$ cat src/rtl/execute_stage_pkg.sv
// Shared encodings for the execute stage: ALU operation selects and forwarding selects.
package execute_stage_pkg;

    localparam int unsigned ALU_OP_W = 3;
    localparam int unsigned FWD_W    = 2;
    localparam int unsigned REG_W    = 5;

    localparam logic [ALU_OP_W-1:0] ALU_ADD = 3'b000;
    localparam logic [ALU_OP_W-1:0] ALU_SUB = 3'b001;
    localparam logic [ALU_OP_W-1:0] ALU_AND = 3'b010;
    localparam logic [ALU_OP_W-1:0] ALU_OR  = 3'b011;
    localparam logic [ALU_OP_W-1:0] ALU_SLT = 3'b101;

    localparam logic [FWD_W-1:0] FWD_RF  = 2'b00;
    localparam logic [FWD_W-1:0] FWD_WB  = 2'b01;
    localparam logic [FWD_W-1:0] FWD_MEM = 2'b10;

endpackage

$ cat src/rtl/execute_stage_alu.sv
// Execute-stage ALU: add/sub/and/or/signed slt; unused encodings yield 0.
module alu
    import execute_stage_pkg::*;
#(
    parameter int unsigned XLEN = 32
) (
    input  logic [XLEN-1:0]     a,
    input  logic [XLEN-1:0]     b,
    input  logic [ALU_OP_W-1:0] op,
    output logic [XLEN-1:0]     result,
    output logic                zero
);

    always_comb begin
        result = '0;
        case (op)
            ALU_ADD: result = a + b;
            ALU_SUB: result = a - b;
            ALU_AND: result = a & b;
            ALU_OR:  result = a | b;
            ALU_SLT: result = XLEN'($signed(a) < $signed(b));
            default: result = '0;
        endcase
    end

    assign zero = (result == '0);

endmodule

$ cat src/rtl/execute_stage.sv
// RISC-V execute stage: operand forwarding, ALU, branch resolution and EX/MEM register.
// Optional macro EX_STALL_FLUSH_EN adds StallM/FlushM control of the EX/MEM register.
module execute_stage
    import execute_stage_pkg::*;
#(
    parameter int unsigned XLEN = 32
) (
    input  logic                clk,
    input  logic                rst,
    input  logic [XLEN-1:0]     RD1E,
    input  logic [XLEN-1:0]     RD2E,
    input  logic [XLEN-1:0]     ImmExtE,
    input  logic [XLEN-1:0]     PCE,
    input  logic [XLEN-1:0]     PCplus4E,
    input  logic [REG_W-1:0]    RdE,
    input  logic                RegWriteE,
    input  logic                ResultSrcE,
    input  logic                MemwriteE,
    input  logic                JumpE,
    input  logic                BranchE,
    input  logic                ALUSrcE,
    input  logic [ALU_OP_W-1:0] ALUControlE,
    input  logic [FWD_W-1:0]    ForwardAE,
    input  logic [FWD_W-1:0]    ForwardBE,
    input  logic [XLEN-1:0]     ResultW,
`ifdef EX_STALL_FLUSH_EN
    input  logic                StallM,
    input  logic                FlushM,
`endif
    output logic [XLEN-1:0]     ALUresultM,
    output logic [XLEN-1:0]     WriteDataM,
    output logic [XLEN-1:0]     PCplus4M,
    output logic [REG_W-1:0]    RdM,
    output logic                RegWriteM,
    output logic                ResultSrcM,
    output logic                MemwriteM,
    output logic                PCSrcE,
    output logic [XLEN-1:0]     PCTargetE
);

    logic [XLEN-1:0] src_a;
    logic [XLEN-1:0] src_b;
    logic [XLEN-1:0] write_data;
    logic [XLEN-1:0] alu_result;
    logic            zero;

    // Forwarding muxes; the MEM leg takes last cycle's registered ALU result.
    always_comb begin
        src_a = RD1E;
        case (ForwardAE)
            FWD_WB:  src_a = ResultW;
            FWD_MEM: src_a = ALUresultM;
            default: src_a = RD1E;
        endcase
    end

    always_comb begin
        write_data = RD2E;
        case (ForwardBE)
            FWD_WB:  write_data = ResultW;
            FWD_MEM: write_data = ALUresultM;
            default: write_data = RD2E;
        endcase
    end

    assign src_b = ALUSrcE ? ImmExtE : write_data;

    alu #(
        .XLEN(XLEN)
    ) u_alu (
        .a      (src_a),
        .b      (src_b),
        .op     (ALUControlE),
        .result (alu_result),
        .zero   (zero)
    );

    assign PCTargetE = PCE + ImmExtE;
    assign PCSrcE    = JumpE | (BranchE & zero);

    // EX/MEM pipeline register; a flush inserts a bubble and wins over a stall.
    always_ff @(posedge clk or negedge rst) begin
        if (!rst) begin
            ALUresultM <= '0;
            WriteDataM <= '0;
            PCplus4M   <= '0;
            RdM        <= '0;
            RegWriteM  <= 1'b0;
            ResultSrcM <= 1'b0;
            MemwriteM  <= 1'b0;
`ifdef EX_STALL_FLUSH_EN
        end else if (FlushM) begin
            ALUresultM <= '0;
            WriteDataM <= '0;
            PCplus4M   <= '0;
            RdM        <= '0;
            RegWriteM  <= 1'b0;
            ResultSrcM <= 1'b0;
            MemwriteM  <= 1'b0;
        end else if (!StallM) begin
`else
        end else begin
`endif
            ALUresultM <= alu_result;
            WriteDataM <= write_data;
            PCplus4M   <= PCplus4E;
            RdM        <= RdE;
            RegWriteM  <= RegWriteE;
            ResultSrcM <= ResultSrcE;
            MemwriteM  <= MemwriteE;
        end
    end

endmodule

$ cat config.mk
export PLATFORM = sky130hd
export DESIGN_NAME = execute_stage
export DESIGN_NICKNAME = d
export VERILOG_FILES = /design/src/rtl/execute_stage_pkg.sv /design/src/rtl/execute_stage_alu.sv /design/src/rtl/execute_stage.sv
export SDC_FILE = /design/constraint.sdc
export NUM_CORES = 1
export LEC_CHECK = 0
export BUFFER_PORTS_ARGS = -buffer_cell sky130_fd_sc_hd__buf_2
export CAP_MARGIN = 25
export CORE_MARGIN = 4
export CORE_UTILIZATION = 25
export DETAILED_ROUTE_END_ITERATION = 6
export GPL_ROUTABILITY_DRIVEN = 0
export PLACE_DENSITY = 0.54
export SLEW_MARGIN = 20
export SYNTH_ARGS = -nofsm -noshare
export SYNTH_HDL_FRONTEND = slang
export SYNTH_SLANG_ARGS = --single-unit
export TNS_END_PERCENT = 20
$ cat constraint.sdc
create_clock -name clk -period 8.04 [get_ports clk]
set_input_delay 0.402 -clock clk [delete_from_list [all_inputs] [get_ports clk]]
set_output_delay 0.402 -clock clk [all_outputs]
set_load 0.01 [all_outputs]
# Yosys cells after proc, flatten, opt, wreduce, memory -nomap -nowiden

Index checks and enable logic that the tools add are counted.

Memory bits (read-only): 0
Bits in latches: 0
Input bits: 212
Bits in writable memories: 0
Memories kept: 0
Register bits after elaboration: 104
Output and inout bits: 137
Word-level logic and storage cells: 29

Add/sub/neg operators: 3
Eq/ne operators: 8
Shifts and indexed selects: 0
$lt $le $gt $ge: 1
Multipliers: 0
Bitwise logic cells: 4
Reductions and logical operators: 2
Muxes and demuxes: 4
Divide/modulo/power cells: 0

Operators by type and width:

| operator                                                         | count |
|---|---|
| 32-bit one-hot mux with 5 select lines                           | 1 |
| 32-bit one-hot mux with 2 select lines                           | 2 |
| 32-bit adder                                                     | 2 |
| 32-bit bitwise AND                                               | 1 |
| 32-bit zero test                                                 | 1 |
| 32-bit less-than comparator                                      | 1 |
| 32-bit two-way mux                                               | 1 |
| 32-bit OR                                                        | 1 |
| 32-bit subtractor                                                | 1 |
| 3-bit by 2-bit == test with 1-bit output (second input constant) | 2 |
| 2-bit by 1-bit == test with 1-bit output (second input constant) | 2 |
| 2-bit == test (second input constant)                            | 2 |
| 3-bit by 1-bit == test with 1-bit output (second input constant) | 1 |
| 3-bit == test (second input constant)                            | 1 |
| 3-bit zero test                                                  | 1 |
| 1-bit bitwise AND                                                | 1 |
| 1-bit OR                                                         | 1 |

# Longest topological paths before layout

Depth in word-level cells: 8
Mapped depth: 21
Gate-level depth less buffers: 20

# Hierarchy

Synthesis repeated with hierarchy kept, for this count alone.

Cell total of the unflattened synthesis: 1431
Area total of the unflattened synthesis: 11285.8 µm²

Modules (own cells, without submodules):

| module        | seq. area each (µm²) | times used | cells an instance | area each (µm²) |
|---|---|---|---|---|
| execute_stage | 2602.5               | 1          | 613               | 5920.7 |
| alu           | 0.0                  | 1          | 818               | 5365.1 |

# Worst setup path after synthesis

No wires, ideal clock.

Path kind: input-to-output
Start point: input ForwardBE[0]
End point: output PCSrcE
Cell stages on the path: 20
Setup slack: 2.221 ns
Arrival time: 5.417 ns
Path buffers: 2
Required time: 7.638 ns
Cells stage by stage: inv_1 -> ha_1 -> clkbuf_1 -> buf_1 -> a21oi_1 -> o21ai_0 -> ha_1 -> inv_1 -> fa_1 -> nand2b_1 -> a211oi_1 -> o41ai_1 -> a21oi_1 -> o21a_1 -> o32ai_1 -> or4_1 -> or4b_1 -> or4_1 -> or4b_1 -> o41ai_2

Longest elaborated chain between the ends: 8
Elaborated cells on any way between the ends: 13
Classes of those cells: 2 x add/sub; 1 x order compare; 2 x eq/ne; 3 x mux; 4 x bitwise; 1 x reduce/logical

Ends and longest elaborated chain:

| element                                                                   | RTL line                | source |
|---|---|---|
| from (decl)                                                               | execute_stage.sv:24     | `input logic [FWD_W-1:0] ForwardBE,` |
| 2-bit == test or 2-bit by 1-bit == test with 1-bit output (tied branches) | execute_stage.sv:59     | `case (ForwardBE)` |
| 32-bit one-hot mux with 2 select lines (*)                                | execute_stage.sv:59     |  |
| 32-bit two-way mux (*)                                                    | execute_stage.sv:66     | `assign src_b = ALUSrcE ? ImmExtE : write_data;` |
| 32-bit subtractor, or another cell as far along                           | execute_stage_alu.sv:18 | `ALU_SUB: result = a - b;` |
| 32-bit one-hot mux with 5 select lines (*)                                | execute_stage_alu.sv:16 | `case (op)` |
| via alu_result[10]                                                        | execute_stage.sv:44     | `logic [XLEN-1:0] alu_result;` |
| 32-bit zero test (*)                                                      | execute_stage_alu.sv:26 | `assign zero = (result == '0);` |
| 1-bit bitwise AND (*)                                                     | execute_stage.sv:79     | `assign PCSrcE = JumpE \| (BranchE & zero);` |
| 1-bit OR (*)                                                              | execute_stage.sv:79     |  |
| to (decl)                                                                 | execute_stage.sv:37     | `output logic PCSrcE,` |

Mark *: on every way through the listed nets, which the timed path passes. The rest lies on a longest branch.

# Worst setup path in the final report

Ends and elaborated chain as after synthesis.

==> results.md <==
* Seq cells post-synth at 104
* Synth cell types at 83
* Share of cells above drive strength 1 at 23.66%
* Post-CTS Resized at 0
* WP data required at 7.64 ns
* DR vias at 11,800
* Final Setup Violations at 0
* Total wire length at 46,640 um
* Slew HR at 28.52%
* IO buf count at 348
* Grt ovf at 0
* DP HPWL at 37,390 um
* ANT cells at 0
* Asr flop ratio synth at 100.0%
* Fin Clk Skew at 0.01322 ns
* Final nets at 2,087
* # IOs at 349
* Via/cell ratio at 5.091
* Core Footprint at 43,270 um^2
* Initial Util at 25.37%
* Cts bufs inserted at 9
* Worst min path class: in2async
* Largest net degree at the start of global routing at 64
* Initial antenna violation count at 5
* Tcrit/Tclk final at 87.67%
* Synth top area share at 23.71%
* Post-synth top cells: inv_1 (149), ha_1 (144), nor2_1 (132)
* Max-slew violations at 0
* Drc violations at 0
* H-Tree Depth at 3
* Register-to-register setup slack at 3.42 ns
* Die width at 217.5 um
* Leading area contributor after synthesis: dfrtp_1
* Die H at 217.5 um
* Mapped Cells at 1,433
* Syn_area_per_cell at 7.660 um^2
* RR Startpoint: ALUresultM[0]
* Synth top area cells: dfrtp_1 (24%), ha_1 (16%), o21ai_0 (5.9%), a21oi_1 (5.3%), inv_1 (5.1%)
* TritonRoute pass-1 iters at 5
* Setup bufs post-CTS at 0
* Post-synth EDFFs at 0
* Pin slew with the least headroom to its limit at 1.061 ns
* Kind of end point of the critical path: output pin
* Top-count cell post-synth: inv_1
* Total GRT Usage at 19.08%
* Lkg Pwr at 6.732 nW
* Startpoint Class: primary input
* TritonCTS clock tree: built
* Most used DFF post-synth: dfrtp_1
* CTS sink cnt at 104
* Max Fanout on Critical Path at 32
* Fmax at 141.9 MHz
* Routed Antenna Nets at 0
* Hold_buf cts at 0
* Seq/Total Area, Yosys at 23.71%
* R2R depth at 16
* FP Rows at 76
* Vias in the first global route at 11,730
* RR Endpoint: ALUresultM[28]
* Skew-Pair Late Insertion Delay at 0.40 ns
* Max-cap viol count at 0
* Clk buf depth at 2
* Number of DRC markers in iteration 0 at 798
* Status: completed
* CTS Root Cell: clkbuf_16
* Worst VDD drop at 0.1042 mV
* Synthesis warning total at 0
* Place WS at 1.071 ns
* TNS Setup at 0 ns
* Syn_nets at 1,792
* Pwr Density at 164.3 nW/um^2
* Worst EP arrival at 6.65 ns
* RSZ-0062 raised after global routing: false
* WS Path Type: in2out
* Die ar. at 47,320 um^2
* Final Critical Period at 7.048 ns
* WL/cell at 20.12 um
* Synth Cell Area at 10,980 um^2
* Hold Violations, Final at 0
* Worst setup path startpoint: ForwardBE[0]
* Fin worst setup slack at 0.9917 ns
* Fillcell total at 4,701
* Area delta synth->final at 23.32%
* First-pass GRT wire length at 70,100 um
* Clk slew on worst S/H paths at 0.08 ns
-- critical path, cell delays in order --
cell	delay, ns
buf_2	0.11
inv_1	0.05
ha_2	0.86
a22oi_1	0.21
nor2_1	0.16
a21oi_1	0.08
o21ai_0	0.35
ha_1	0.23
inv_1	0.07
fa_1	0.45
nand2b_1	0.18
a211oi_1	0.32
o41ai_1	0.15
a21oi_1	0.25
o21a_1	0.15
o32ai_1	0.09
or4_1	0.53
or4b_1	0.53
or4_1	0.55
or4b_1	0.51
o41ai_2	0.21
buf_2	0.21
-- report_power, final --
part,leakage (nW),switching [mW],internal [mW]
clock,0.134,0.250,0.213
combinational,5.31,0.716,0.433
sequential,1.28,0.0358,0.575
total,6.73,1.00,1.22
-- how the worst max path moves through the flow --
stage          cells after the start  endpoint
3_5_place_dp                      22    PCSrcE
6_report                          22    PCSrcE
3_3_place_gp                      22    PCSrcE
4_1_cts                           22    PCSrcE
5_1_grt                           22    PCSrcE
2_1_floorplan                     20    PCSrcE
-- layer usage --
layer  vias up  part of all wire (%)  track usage (%)  wire length, um
met4         8                   1.8            5.194              819
met5         -                 0.092                0               43
li1       5661                     -                -                -
met2       491                    45            30.61            20900
met1      5592                    45            25.89            21160
met3        49                   8.0            4.319             3712
-- metrics by stage --
stage	cell area (um^2)	util, %	hold WS [ns]	std cells	power [mW]
final	13540	31.29	0.02882	2318	2.224
after global placement	13250	30.63	0.4897	2301	1.748
after floorplan	10980	-	0.1064	1433	1.350
after detailed placement	13250	30.63	0.5035	2301	1.759
after global routing	13540	31.29	0.06302	2318	2.391
after CTS	13530	31.28	0.06226	2317	2.245
-- layout by cell type, fill, tap and decap left out, types with 7 or more instances in the layout --
master / netlist / layout
nor2b_1: 18 / 18
a211oi_1: 15 / 15
a31oi_1: 7 / 7
nor2_1: 132 / 132
nor3_1: 25 / 25
xnor2_1: 34 / 34
and3_1: 7 / 7
inv_1: 149 / 149
o22ai_1: 14 / 14
nand2_1: 125 / 125
clkbuf_16: 0 / 9
a21oi_1: 117 / 117
o211ai_1: 16 / 16
xor2_1: 12 / 12
o21a_1: 17 / 17
buf_4: 1 / 16
or3_1: 9 / 9
o21ai_0: 130 / 130
ha_1: 144 / 142
dfrtp_1: 104 / 104
buf_2: 11 / 348
nor4_1: 9 / 9
nand3_1: 20 / 20
a22oi_1: 66 / 66
o21bai_1: 9 / 9
a21o_1: 25 / 25
nand2b_1: 10 / 10
-- cell type report --
type,count,area (um^2),area share [%]
multi-input combinational,1099,7498,55.39
sequential,104,2603,19.23
timing repair buffer,364,1862,13.75
tap,585,732.0,5.407
inverter,150,563.0,4.159
clock buffer,9,225.2,1.664
clock inverter,7,53.80,0.3974
-- logic make-up (layout without fill, tap and decap cells) --
| group | after synthesis | count (layout) | share of synthesized area, % |
|---|---|---|---|
| multiplexers | 10 | 10 | 1.060 |
| buffers and inverters | 230 | 530 | 8.025 |
| AO/OA/AOI/OAI | 503 | 503 | 30.01 |
| AND/OR/NAND/NOR | 393 | 393 | 16.56 |
| XOR/XNOR | 46 | 46 | 3.670 |
| adder cells (fa/ha/maj) | 147 | 147 | 16.96 |
| flip-flops | 104 | 104 | 23.71 |
-- state kept, by name, indices dropped and copies added, names as in the netlist --
| register | count |
|---|---|
| ResultSrcM | 1 |
| RegWriteM | 1 |
| RdM | 5 |
| PCplus4M | 32 |
| ALUresultM | 32 |
| WriteDataM | 32 |
| MemwriteM | 1 |
(Power assumes the default switching activity.)
